===== config.mk =====
export PLATFORM = sky130hd
export DESIGN_NAME = ex_mem_buffer
export DESIGN_NICKNAME = d
export VERILOG_FILES = /design/src/rtl/ex_mem_buffer_pkg.sv /design/src/rtl/ex_mem_buffer_align.sv /design/src/rtl/ex_mem_buffer.sv
export SDC_FILE = /design/constraint.sdc
export NUM_CORES = 1
export LEC_CHECK = 0
export ABC_AREA = 1
export BUFFER_PORTS_ARGS = -buffer_cell sky130_fd_sc_hd__buf_4
export CORE_AREA = 2 2 150 108
export CTS_BUF_LIST = sky130_fd_sc_hd__clkbuf_8 sky130_fd_sc_hd__clkbuf_16
export CTS_CLUSTER_SIZE = 16
export DETAILED_ROUTE_END_ITERATION = 7
export DIE_AREA = 0 0 152 110
export HOLD_SLACK_MARGIN = 0.05
export MAX_ROUTING_LAYER = met4
export PLACE_DENSITY = 0.76
export SETUP_SLACK_MARGIN = 0.4
export SLEW_MARGIN = 20
export SYNTH_ARGS = -nofsm -noshare
export SYNTH_HDL_FRONTEND = slang
export SYNTH_SLANG_ARGS = --single-unit
export TNS_END_PERCENT = 100

===== constraint.sdc =====
create_clock -name clk -period 1.34 [get_ports clk]
set_input_delay 0.268 -clock clk [delete_from_list [all_inputs] [get_ports clk]]
set_output_delay 0.268 -clock clk [all_outputs]
set_load 0.01 [all_outputs]

===== src/rtl/ex_mem_buffer_pkg.sv =====
// rtl/ex_mem_buffer_pkg.sv - shared types and constants for the EX/MEM skid buffer
package ex_mem_buffer_pkg;

    typedef enum logic [1:0] {
        EMPTY = 2'd0,
        ONE   = 2'd1,
        FULL  = 2'd2
    } buf_state_e;

    typedef struct packed {
        logic [31:0] alu_result;
        logic [31:0] store_data;
        logic [4:0]  rd;
        logic        reg_wr;
        logic        mem_rd;
        logic        mem_wr;
        logic [2:0]  funct3;
        logic        misalign;
    } entry_t;

    // Access size encoded in funct3[1:0]
    localparam logic [1:0] SZ_BYTE = 2'd0;
    localparam logic [1:0] SZ_HALF = 2'd1;
    localparam logic [1:0] SZ_WORD = 2'd2;

    localparam entry_t ENTRY_ZERO = '0;

endpackage


===== src/rtl/ex_mem_buffer_align.sv =====
// rtl/ex_mem_buffer_align.sv - combinational address alignment check for loads/stores
module mem_align_check
    import ex_mem_buffer_pkg::*;
(
    input  logic [1:0] addr,
    input  logic [2:0] funct3,
    input  logic       mem_access,
    output logic       misalign
);

    // funct3[2] only selects sign extension, which does not affect alignment
    logic unused_funct3_msb;
    assign unused_funct3_msb = funct3[2];

    always_comb begin
        misalign = 1'b0;
        if (mem_access) begin
            case (funct3[1:0])
                SZ_BYTE: misalign = 1'b0;
                SZ_HALF: misalign = addr[0];
                SZ_WORD: misalign = |addr;
                default: misalign = 1'b1;
            endcase
        end
    end

endmodule


===== src/rtl/ex_mem_buffer.sv =====
// rtl/ex_mem_buffer.sv - 2-entry EX/MEM skid buffer; EX_MEM_FWD_EN adds forwarding outputs
module ex_mem_buffer
    import ex_mem_buffer_pkg::*;
(
    input  logic        clk,
    input  logic        reset,
    input  logic        ex_valid,
    output logic        ex_ready,
    input  logic [31:0] alu_result,
    input  logic [31:0] store_data,
    input  logic [4:0]  rd,
    input  logic        reg_wr,
    input  logic        mem_rd,
    input  logic        mem_wr,
    input  logic [2:0]  funct3,
    input  logic        flush,
    output logic        mem_valid,
    input  logic        mem_ready,
    output logic [31:0] m_alu_result,
    output logic [31:0] m_store_data,
    output logic [4:0]  m_rd,
    output logic        m_reg_wr,
    output logic        m_mem_rd,
    output logic        m_mem_wr,
    output logic [2:0]  m_funct3,
    output logic        m_misalign
`ifdef EX_MEM_FWD_EN
    ,
    output logic        fwd_valid,
    output logic [4:0]  fwd_rd,
    output logic [31:0] fwd_data
`endif
);

    buf_state_e state_q, state_d;
    entry_t     head_q, head_d;
    entry_t     skid_q, skid_d;
    entry_t     in_entry;
    logic       in_misalign;
    logic       accept;
    logic       pop;

    mem_align_check u_align (
        .addr       (alu_result[1:0]),
        .funct3     (funct3),
        .mem_access (mem_rd | mem_wr),
        .misalign   (in_misalign)
    );

    always_comb begin
        in_entry            = ENTRY_ZERO;
        in_entry.alu_result = alu_result;
        in_entry.store_data = store_data;
        in_entry.rd         = rd;
        in_entry.reg_wr     = reg_wr;
        in_entry.mem_rd     = mem_rd;
        in_entry.mem_wr     = mem_wr;
        in_entry.funct3     = funct3;
        in_entry.misalign   = in_misalign;
    end

    // ex_ready depends only on state_q so upstream never sees mem_ready combinationally
    assign ex_ready  = (state_q != FULL);
    assign mem_valid = (state_q != EMPTY);
    assign accept    = ex_valid & ex_ready;
    assign pop       = mem_valid & mem_ready;

    always_comb begin
        state_d = state_q;
        head_d  = head_q;
        skid_d  = skid_q;
        case (state_q)
            EMPTY: begin
                if (accept) begin
                    state_d = ONE;
                    head_d  = in_entry;
                end
            end
            ONE: begin
                if (accept && pop) begin
                    head_d = in_entry;
                end else if (accept) begin
                    state_d = FULL;
                    skid_d  = in_entry;
                end else if (pop) begin
                    state_d = EMPTY;
                end
            end
            FULL: begin
                if (pop) begin
                    state_d = ONE;
                    head_d  = skid_q;
                end
            end
            default: state_d = EMPTY;
        endcase
        // Flush wins over any accept or pop; stale entry contents are masked by mem_valid
        if (flush) begin
            state_d = EMPTY;
        end
    end

    always_ff @(posedge clk or negedge reset) begin
        if (!reset) begin
            state_q <= EMPTY;
            head_q  <= ENTRY_ZERO;
            skid_q  <= ENTRY_ZERO;
        end else begin
            state_q <= state_d;
            head_q  <= head_d;
            skid_q  <= skid_d;
        end
    end

    assign m_alu_result = head_q.alu_result;
    assign m_store_data = head_q.store_data;
    assign m_rd         = head_q.rd;
    assign m_reg_wr     = head_q.reg_wr;
    assign m_mem_rd     = head_q.mem_rd;
    assign m_mem_wr     = head_q.mem_wr;
    assign m_funct3     = head_q.funct3;
    assign m_misalign   = head_q.misalign;

`ifdef EX_MEM_FWD_EN
    assign fwd_valid = mem_valid & head_q.reg_wr & ~head_q.mem_rd & (head_q.rd != 5'd0);
    assign fwd_rd    = head_q.rd;
    assign fwd_data  = head_q.alu_result;
`endif

endmodule


# Word-level counts from Yosys, hierarchy flattened
# Index checks and enable logic that the tools add are counted.
classes:
  n_reduce_logical: 9
  eq_ne: 12
  bitwise: 4
  mux: 13
op_table:
  columns: ["operator", "count"]
  rows:
  - ["2-to-1 mux 76 bit", 3]
  - ["case mux 76 bit (3 select lines)", 1]
  - ["2-to-1 mux 2 bit", 6]
  - ["!= test 3 bit, second input constant", 3]
  - ["!= test 2 bit, second input constant", 4]
  - ["AND reduction 4 bit", 2]
  - ["case mux 2 bit (3 select lines)", 1]
  - ["equality test 2 x 1 -> 1 bit, second input constant", 2]
  - ["equality test 2 bit, second input constant", 2]
  - ["logical NOT 2 bit", 2]
  - ["!= test 4 bit, second input constant", 1]
  - ["case mux 1 bit (3 select lines)", 1]
  - ["AND reduction 3 bit", 1]
  - ["nonzero test 3 bit", 1]
  - ["AND 1 bit", 2]
  - ["nonzero test 2 bit", 1]
  - ["OR reduction 2 bit", 1]
  - ["logical AND 1 bit", 1]
  - ["2-to-1 mux 1 bit", 1]
  - ["NOT 1 bit", 1]
  - ["bitwise OR 1 bit", 1]
totals:
  register_bits: 154
  output_inout_bits: 78
  elab_cells: 55
  input_bits: 80

# Logic depth before layout (Yosys ltp)
# Gate-level depths: netlist of run 1.
depth:
  depth_word: 7
  depth_mapped: 10
  mapped_depth_nobuf: 7

# Hierarchy
# From an unflattened synthesis of run 1, not the netlist that was laid out.
unflattened:
  cells_unflattened: 846
  area_unflattened_um2: 6750.2
modules_own_cells:
  columns: ["mod", "area_each_um2", "seq_area_each_um2", "cells_per_inst", "n_inst"]
  rows:
  - ["ex_mem_buffer", 6723.9, 3853.7, 840, 1]
  - ["mem_align_check", 26.3, 0.0, 6, 1]

# Worst setup path after synthesis of run 1
# No wires, ideal clock.
synth_path:
  kind: "reg2reg"
  start: "reg state_q[1]"
  end: "reg skid_q[67] (netlist bit)"
  setup_ns: 0.134
  path_slack_ns: 0.052
  stages_incl_launch_ff: 7
  t_arrival_ns: 1.154
  required_time_ns: 1.206
  synth_period_minus_slack_ns: 1.288
  n_path_buf: 2
  cell_sequence: "dfrtp_1 nor2_2 nand3_2 buf_2 buf_2 nand2_1 o21ai_0"
synth_between:
  elab_chain_len: 5
  elab_cells_between_ends: 8
  cone_classes: "eq/ne: 2; bitwise: 3; reduce/logical: 3"
synth_lines:
  columns: ["item", "line_no", "source"]
  rows:
  - ["start, declared", "ex_mem_buffer.sv:35", "buf_state_e state_q, state_d;"]
  - ["start signal, assigned", "ex_mem_buffer.sv:109", "state_q <= state_d;"]
  - ["!= test 2 bit or nonzero test 2 bit (tied branches)", "ex_mem_buffer.sv:63, ex_mem_buffer.sv:64", null]
  - ["AND 1 bit (on tied branches)", "ex_mem_buffer.sv:65, ex_mem_buffer.sv:66", null]
  - ["logical AND 1 bit", "ex_mem_buffer.sv:80", "if (accept && pop) begin"]
  - ["NOT 1 bit (no source line)", null, null]
  - ["AND reduction 3 bit (no source line) (*)", null, null]
  - ["end signal, assigned", "ex_mem_buffer.sv:111", "skid_q <= skid_d;"]
  - ["end, declared", "ex_mem_buffer.sv:37", "entry_t skid_q, skid_d;"]
# Every way passes the cells marked *; elsewhere a longest branch is shown, timed or not.
# A chain may end at the register's enable or synchronous reset.

# Final worst setup path of run 1
layout_path:
  start: "reg state_q[1]"
  end: "reg skid_q[43] (netlist bit)"
# The elaborated chain is that of the path after synthesis.

==> out/results.txt, run 1 <==
In this run the mean area of a mapped cell was 8.011 sq um. The count of buffers added on input and output ports is 157. Counting tap cells, the placed design contains a total of 1,175 instances. The horizontal die dimension is 152 um, and the first-pass GRT wire length is 28.59 mm.

The maximum vdd drop is 0.8386 mV, and the count of endpoints failing setup in the final report is 147. The library cells used most frequently in the layout, excluding fill and tap cells, are sky130_fd_sc_hd__nand2_1, sky130_fd_sc_hd__dfrtp_1, sky130_fd_sc_hd__buf_4. After the flow finishes, the layout carries non-filler instances totaling 1,249.

The detailed router's first-iteration violation count is 494. Summed over all layers, the global routing overflow is 0. The checks that failed: negative setup slack. The most common cell after layout, fill and taps aside is sky130_fd_sc_hd__nand2_1. The setup path with the least slack is of type flop to flop. By area the synthesized netlist is led by sky130_fd_sc_hd__dfrtp_1, sky130_fd_sc_hd__nand2_1, sky130_fd_sc_hd__o21ai_0. The cell depth of the worst min-delay path is 3, and the minimum period implied by the final worst setup slack is 1.499 ns. The mean routed wirelength per cell is 15.68 um. The tightest min-delay check is of the input port to flop type. The placed instances occupy a cell area of 8279 sq um. The completed layout was analyzed and its total power is 15.62 mW. The worst register-to-register path has a setup slack of -0.16 ns.

Between clock sinks in the finished design, the worst skew comes to 0.01140 ns. For the initial antenna violation count, the log shows 0. Entering global routing, the biggest net connects 69 pins. For the setup TNS, the log shows -9.887 ns. The tools report the count of yosys warnings during synthesis as 0. The run gives 9867 sq um as the summed area of non-filler cells in the final layout. CTS placed an instance of sky130_fd_sc_hd__clkbuf_16 at the clock tree root.

Synthesis handed over a netlist of 845 instances. The y dimension of the die was 110 um. The number of hold-slack violations in the final timing report came out at 0. In this run the critical register-to-register path is launched from state_q[1]. The congestion estimate from routability-driven global placement came to 0.7944.

The worst hold path begins at store_data[23]. The transition at the pin with the smallest max-transition slack is 0.3794 ns. For the max-cap violation count, the log shows 0.

For the standard-cell row count, the log shows 38. Setup repair after global routing could not meet its margin everywhere. The region available for standard cell placement spans 15,260 sq um.

The total CTS buffers was 17. The netlist area before placement is 6769 sq um. After clock tree synthesis, the clock-pin slew on the worst setup and hold paths is 0.06 ns.

For this design the static power due to leakage is 5.280 nW. Summing over every cut layer, the via total after detailed routing is 6,160. The ratio of final minimum period to clock period was 111.9%. The run finished, with violations left. The worst-case reg-to-reg path depth came out at 7. The run gives 1,117 as the net count reported at finish. The via density per instance works out to 4.932. TritonCTS built the clock tree. Measured against its own limit, the worst slew margin works out to 74.70%. The run gives 4 as the first-pass detailed-route iteration total.

The type of origin of the critical path was a flop. The run gives 0 as the number of nets still failing antenna checks after routing. The tools report the capture point of the worst reg-to-reg path as skid_q[43]. Summed over all layers, the routed wires come to 19.59 mm. For the final setup slack of the worst path, the log shows -0.1591 ns. For the number of unique standard cell types used by synthesis, the log shows 19.

STA classifies the critical path endpoint as a flop. For this design the top-level I/O count stands at 158. For the worst setup path, the data arrival time is 1.77 ns. The estimated wirelength of the detail-placed design was 10.84 mm. After detailed routing, the number of remaining DRC violations is 0. sky130_fd_sc_hd__dfrtp_1 takes more of the synthesized area than any other cell.

The power per cell area was 1583 nW/um^2. The run gives 0 as the number of pins exceeding their max-slew limit in the final report. The fmax came out at 0.6671 GHz.

For the effective utilization at floorplan, the log shows 44.35%. The synthesized design devotes to its leading area cell type 56.93% of total area. The via count of the first global-routing pass is 5,621, and the number of buffers between clock root and the deepest sink is 2. The insertion delay to the later sink of the worst-skew pair was 0.41 ns; the total number of clock tree sinks was 154. STA puts the critical path data required time at 1.61 ns.

The fraction of layout cells with a size suffix above 1 was 28.05%. The synthesized design contains 154 register bits. The worst hold path terminates at skid_q[35]. Compared with the post-synthesis result, the final layout area differs by 45.77%. When the netlist entered floorplanning its net count stood at 925.

The logs give 4 for the H-tree level count and 16,720 sq um for the area enclosed by the die boundary. Of all nets on the critical path, the largest fanout is 17. The overall routing resource usage is 22.26%. The logs give 56.93% for the sequential-to-total area share from yosys stat and 64.65% for the utilization after layout.
==> stage by stage <==
stage / setup WS (ns) / hold WS (ns)
4_1_cts: -0.1563 / 0.09808
3_5_place_dp: 0.009763 / 0.1938
2_1_floorplan: 0.1178 / -0.02759
3_3_place_gp: 0.04187 / 0.1961
5_1_grt: -0.2232 / 0.1034
6_report: -0.1591 / 0.1078
==> state kept, by name (all words and copies together), names as in the netlist <==
register and flops:
skid_q 76, m_alu_result 32, m_store_data 32, m_rd 5
m_funct3 3, state_q 2, m_mem_rd 1, m_mem_wr 1
m_misalign 1, m_reg_wr 1
==> worst max-delay path: stages, from the launching register on <==
cell and delay (ns):
sky130_fd_sc_hd__dfrtp_2 0.44, sky130_fd_sc_hd__buf_4 0.17, sky130_fd_sc_hd__nor2_4 0.13, sky130_fd_sc_hd__nand3_4 0.12, sky130_fd_sc_hd__buf_6 0.16, sky130_fd_sc_hd__clkbuf_16 0.18
sky130_fd_sc_hd__nand2_1 0.07, sky130_fd_sc_hd__o21ai_0 0.11
==> cell type report <==
class                           instances  area, sq um
Clock inverter                         13        180.2
Timing Repair Buffer                  222         2371
Clock buffer                           17        425.4
Tap cell                              200        250.2
Antenna cell                            1        2.502
Multi-Input combinational cell        560         2457
Sequential cell                       154         3855
Inverter                               82        325.3
Fill cell                            1253         5395
==> worst max-delay path by stage <==
stage / to / slack [ns] / start
floorplan: skid_q[10] / 0.12 / state_q[1]
finish: skid_q[43] / -0.16 / state_q[1]
detailed placement: m_funct3[1] / 0.01 / state_q[1]
global route: skid_q[43] / -0.22 / state_q[1]
global placement: m_store_data[13] / 0.04 / state_q[1]
CTS: ex_ready / -0.16 / state_q[0]
==> power breakdown <==
part           switching (mW)  leakage, nW  total [mW]  internal [mW]
Combinational            1.96         3.12        3.99           2.04
Sequential              0.722         1.85        6.62           5.90
Clock                    1.91        0.302        5.00           3.09
Total                    4.59         5.28        15.6           11.0
==> timing repair <==
item / 4_1_cts / 5_1_grt
buffers inserted: 4 / 22
hold buffers: 1 / 0
gates resized for setup: 34 / 97
setup endpoints to repair: 232 / 276
gates cloned: 5 / 11
endpoints found under the hold margin: 27 / 0
pin swaps: 2 / 1
==> metal layers <==
layer / global-route usage (%) / vias to the layer above / wire length (um)
li1: - / 2990 / -
met1: 31.24 / 2923 / 9238
met2: 32.75 / 228 / 8829
met3: 4.848 / 19 / 1264
met4: 6.876 / 0 / 256
met5: - / - / 0
==> logic make-up (layout without fill, tap and decap cells) <==
group	after synthesis	after routing	synth area share, %
other	0	1	0
and+or+nand+nor	407	407	23.07
AOI/OAI and AO/OA	153	153	11.37
DFF	154	154	56.93
buffers and inverters	131	334	8.632
==> synth_stat cells <==
master                       n
sky130_fd_sc_hd__nand2_1   360
sky130_fd_sc_hd__dfrtp_1   154
sky130_fd_sc_hd__o21ai_0    79
sky130_fd_sc_hd__inv_1      78
sky130_fd_sc_hd__o21ai_1    42
sky130_fd_sc_hd__nor2_1     34
sky130_fd_sc_hd__a21oi_1    31
sky130_fd_sc_hd__buf_2      29
sky130_fd_sc_hd__clkbuf_1   12
sky130_fd_sc_hd__buf_6       7
sky130_fd_sc_hd__nand3_1     6
sky130_fd_sc_hd__inv_2       4
sky130_fd_sc_hd__nand2_2     3
sky130_fd_sc_hd__buf_4       1
sky130_fd_sc_hd__nand2_4     1
sky130_fd_sc_hd__nand3_2     1
sky130_fd_sc_hd__nand4_1     1
sky130_fd_sc_hd__nor2_2      1
sky130_fd_sc_hd__o21ai_2     1
Power figures use the tool's default switching activity.
==> inputs of run 2 (changes only) <==
--- a/config.mk
+++ b/config.mk
@@ -7,14 +7,14 @@
 export LEC_CHECK = 0
 export ABC_AREA = 1
 export BUFFER_PORTS_ARGS = -buffer_cell sky130_fd_sc_hd__buf_4
-export CORE_AREA = 2 2 150 108
+export CORE_AREA = 2 2 126 128
 export CTS_BUF_LIST = sky130_fd_sc_hd__clkbuf_8 sky130_fd_sc_hd__clkbuf_16
 export CTS_CLUSTER_SIZE = 16
 export DETAILED_ROUTE_END_ITERATION = 7
-export DIE_AREA = 0 0 152 110
+export DIE_AREA = 0 0 128 130
 export HOLD_SLACK_MARGIN = 0.05
 export MAX_ROUTING_LAYER = met4
-export PLACE_DENSITY = 0.76
+export PLACE_DENSITY = 0.73
 export SETUP_SLACK_MARGIN = 0.4
 export SLEW_MARGIN = 20
 export SYNTH_ARGS = -nofsm -noshare
==> constraint.sdc (replaced) <==
create_clock -name clk -period 1.7 [get_ports clk]
set_input_delay 0.34 -clock clk [delete_from_list [all_inputs] [get_ports clk]]
set_output_delay 0.34 -clock clk [all_outputs]
set_load 0.01 [all_outputs]
==> out/results.txt, run 2 (synthesis results as in run 1) <==
The run finished with clean final reports. Final weighted congestion of routability-driven global placement: 0.7603. The count of buffers added on input and output ports is 157. For the number of hold-slack violations in the final timing report, the log shows 0. The initial antenna violation count is 0. The library cell used most frequently in the layout, excluding fill and tap cells, is sky130_fd_sc_hd__nand2_1.

For the number of buffers between clock root and the deepest sink, the log shows 2. In this run the tightest slew margin relative to its limit is 75.04%. In the final timing run, aggregate negative setup slack is 0 ns. The first detailed-routing pass ran for 5 iterations. The largest stage delay on the critical path was 0.38 ns; the total vias in the final route was 6,499. In the routed design, unresolved DRC markers number 0. The y dimension of the die came out at 130 um. For this configuration, the core starts out at a cell density of 43.88%. The ratio of final minimum period to clock period came out at 90.05%.

The switching power share of the total was 29.50%. Cell internal power was estimated by the tool at 9.074 mW. Startpoint-to-endpoint class of the critical path: flop to output pin. Across the VDD grid, the largest voltage drop is 0.6741 mV. The area growth from synthesis to layout works out to 54.53%.

The floorplan step defined a die boundary enclosing 16,640 sq um. The register with the most flip-flops is skid_q. The mean routed wirelength per cell is 16.63 um, and the total congestion overflow after global routing is 0. Max-cap violations in this run came to 0. The worst path buffer plus inverter count was 3. Type of origin of the critical path: a flop. The critical-path maximum fanout is 3, and the total I/O pin count is 158. The region available for standard cell placement spans 15,420 sq um.

The number of pins exceeding their max-slew limit in the final report was 0; the first-pass GRT wire length was 27.17 mm. For this block, the initial DRC count from the detailed router was 562. The estimated wirelength of the detail-placed design is 10.16 mm. The cell class contributing the biggest share of worst-path delay is flip-flops.

The slowest cell on the critical path was sky130_fd_sc_hd__dfrtp_1. The clock tree synthesis step divided the H-tree into 4 levels. For the pin with the worst max-slew slack, the measured transition is 0.3744 ns. For this run, the total global-route usage over all layers was measured as 21.68%. The routed design uses 10.07 mm of met2 wire.

STA puts the critical path data required time at 1.36 ns. The path category of the worst min-delay check was input port to flop. The largest net degree at the start of global routing is 69.

Traced cell by cell, the critical path runs through inv_2 -> nand2_4 -> buf_12 -> buf_6. The later pin in the worst-skew pair is clocked with a latency of 0.42 ns. The clock tree root driver cell is sky130_fd_sc_hd__clkbuf_16. The net count reported at finish is 1,153, and the total leakage power is 5.559 nW. After detailed routing, the wire length on met1 is 9.175 mm. The register with the most flip-flops in the layout has 76 of them. The fmax was 0.6532 GHz.

The fraction of layout cells with a size suffix above 1 works out to 31.58%. Clock-pin slew was measured on the worst setup and hold paths at 0.06 ns. Of the total power, registers draw 40.5%.

Setup repair after global routing could not meet its margin everywhere. Counting tap cells, the placed design contains a total of 1,161 instances. The tools report the relative contribution of the clock network to total power as 32.0%. The overall routed net length is 21.25 mm. Signal routing reaches up to met4.

Summed over all nets, wire length on met3 after detailed routing comes to 1.505 mm. Dividing total power by cell area gives a power density of 1230 nW/um^2. Once detail routing completed, the nets flagged for antenna violations numbered 0.

In the routed layout, each cell is associated on average with a via count of 5.085. The logic gate share of total power is 27.6%, and the via count of the first global-routing pass is 5,384. From left edge to right edge, the die measures 128 um. Once layout is complete, the cells apart from fillers number 1,278. At the worst endpoint, the arrival time is 1.19 ns.

TritonCTS created 17 clock buffers. Switching power: 3.797 mW. Setup violations remaining at the end of the flow were counted as 0. STA classifies the critical path endpoint as an output pin.

The minimum period implied by the final worst setup slack came out at 1.531 ns. The antenna diode count was 0; the total number of clock tree sinks was 154. TritonCTS built the clock tree. Across the routed clock network, the largest skew measured is 0.01009 ns.

Leaving out fill and tap cells, the most frequent cells in the layout are sky130_fd_sc_hd__nand2_1, sky130_fd_sc_hd__dfrtp_1, sky130_fd_sc_hd__buf_4. In this run the core area contains 46 standard-cell rows.
==> run 2: worst paths after layout <==
kind	from	endpoint	slack [ns]	cells past startpoint
hold / removal	store_data[2]	skid_q[14]	0.18	3
setup / recovery	state_q[0]	ex_ready	0.17	4
setup reg to reg	state_q[0]	m_store_data[26]	0.21	9
max in group asynchronous	reset	m_mem_rd	0.67	3
hold reg to reg	skid_q[9]	skid_q[9]	0.48	2
min in group asynchronous	reset	m_alu_result[9]	0.41	2
==> run 2: repair_timing <==
item,CTS,global route
endpoints found under the setup margin,178,230
endpoints found under the hold margin,30,0
pin swaps,1,8
gates cloned,6,24
gates resized for setup,22,166
hold buffers,1,0
buffers inserted,4,50
==> run 2: area by class of cell <==
| cell class | instances | area (sq um) |
|---|---|---|
| flip-flops and latches | 154 | 3855 |
| clock buffers | 20 | 466.7 |
| repair inverters | 1 | 8.758 |
| inverters | 82 | 327.8 |
| multi-input cells | 560 | 2525 |
| fillers | 1186 | 4965 |
| repair buffers | 257 | 2865 |
| clock inverters | 12 | 171.4 |
| well taps | 192 | 240.2 |
==> run 2: through the flow <==
stage	power (mW)	setup slack [ns]	hold slack (ns)	cell area [sq um]	utilization, %
detailed placement	7.668	0.1859	0.2688	8143	52.79
CTS	11.92	0.1574	0.1675	9086	58.91
finish	12.87	0.1692	0.1762	10460	67.81
global placement	7.578	0.2215	0.2642	8143	52.79
global route	13.47	0.1248	0.1755	10460	67.81
floorplan	6.487	0.4118	0.04441	6769	-
==> run 2: power groups by stage <==
stage | clock network, mW | registers, mW | logic [mW]
floorplan | 0 | 5.26 | 1.22
global placement | 0 | 5.15 | 2.42
detailed placement | 0 | 5.17 | 2.50
CTS | 4.12 | 5.13 | 2.66
global route | 4.29 | 5.30 | 3.88
finish | 4.11 | 5.21 | 3.55
==> run 2: metal layers <==
layer	vias to the layer above	GRT usage, %
met5	-	-
met2	275	33.12
met4	0	6.141
li1	3083	-
met1	3101	29.41
met3	40	4.797
==> run 2: worst register-to-register path, cell delays in order (launching register included) <==
cell and delay [ns]:
sky130_fd_sc_hd__dfrtp_1 0.38, sky130_fd_sc_hd__inv_2 0.09, sky130_fd_sc_hd__nand2_4 0.07, sky130_fd_sc_hd__buf_8 0.14
sky130_fd_sc_hd__o21ai_2 0.08, sky130_fd_sc_hd__nand2_4 0.16, sky130_fd_sc_hd__buf_6 0.17, sky130_fd_sc_hd__clkbuf_16 0.16
sky130_fd_sc_hd__nand2_1 0.07, sky130_fd_sc_hd__nand2_1 0.05
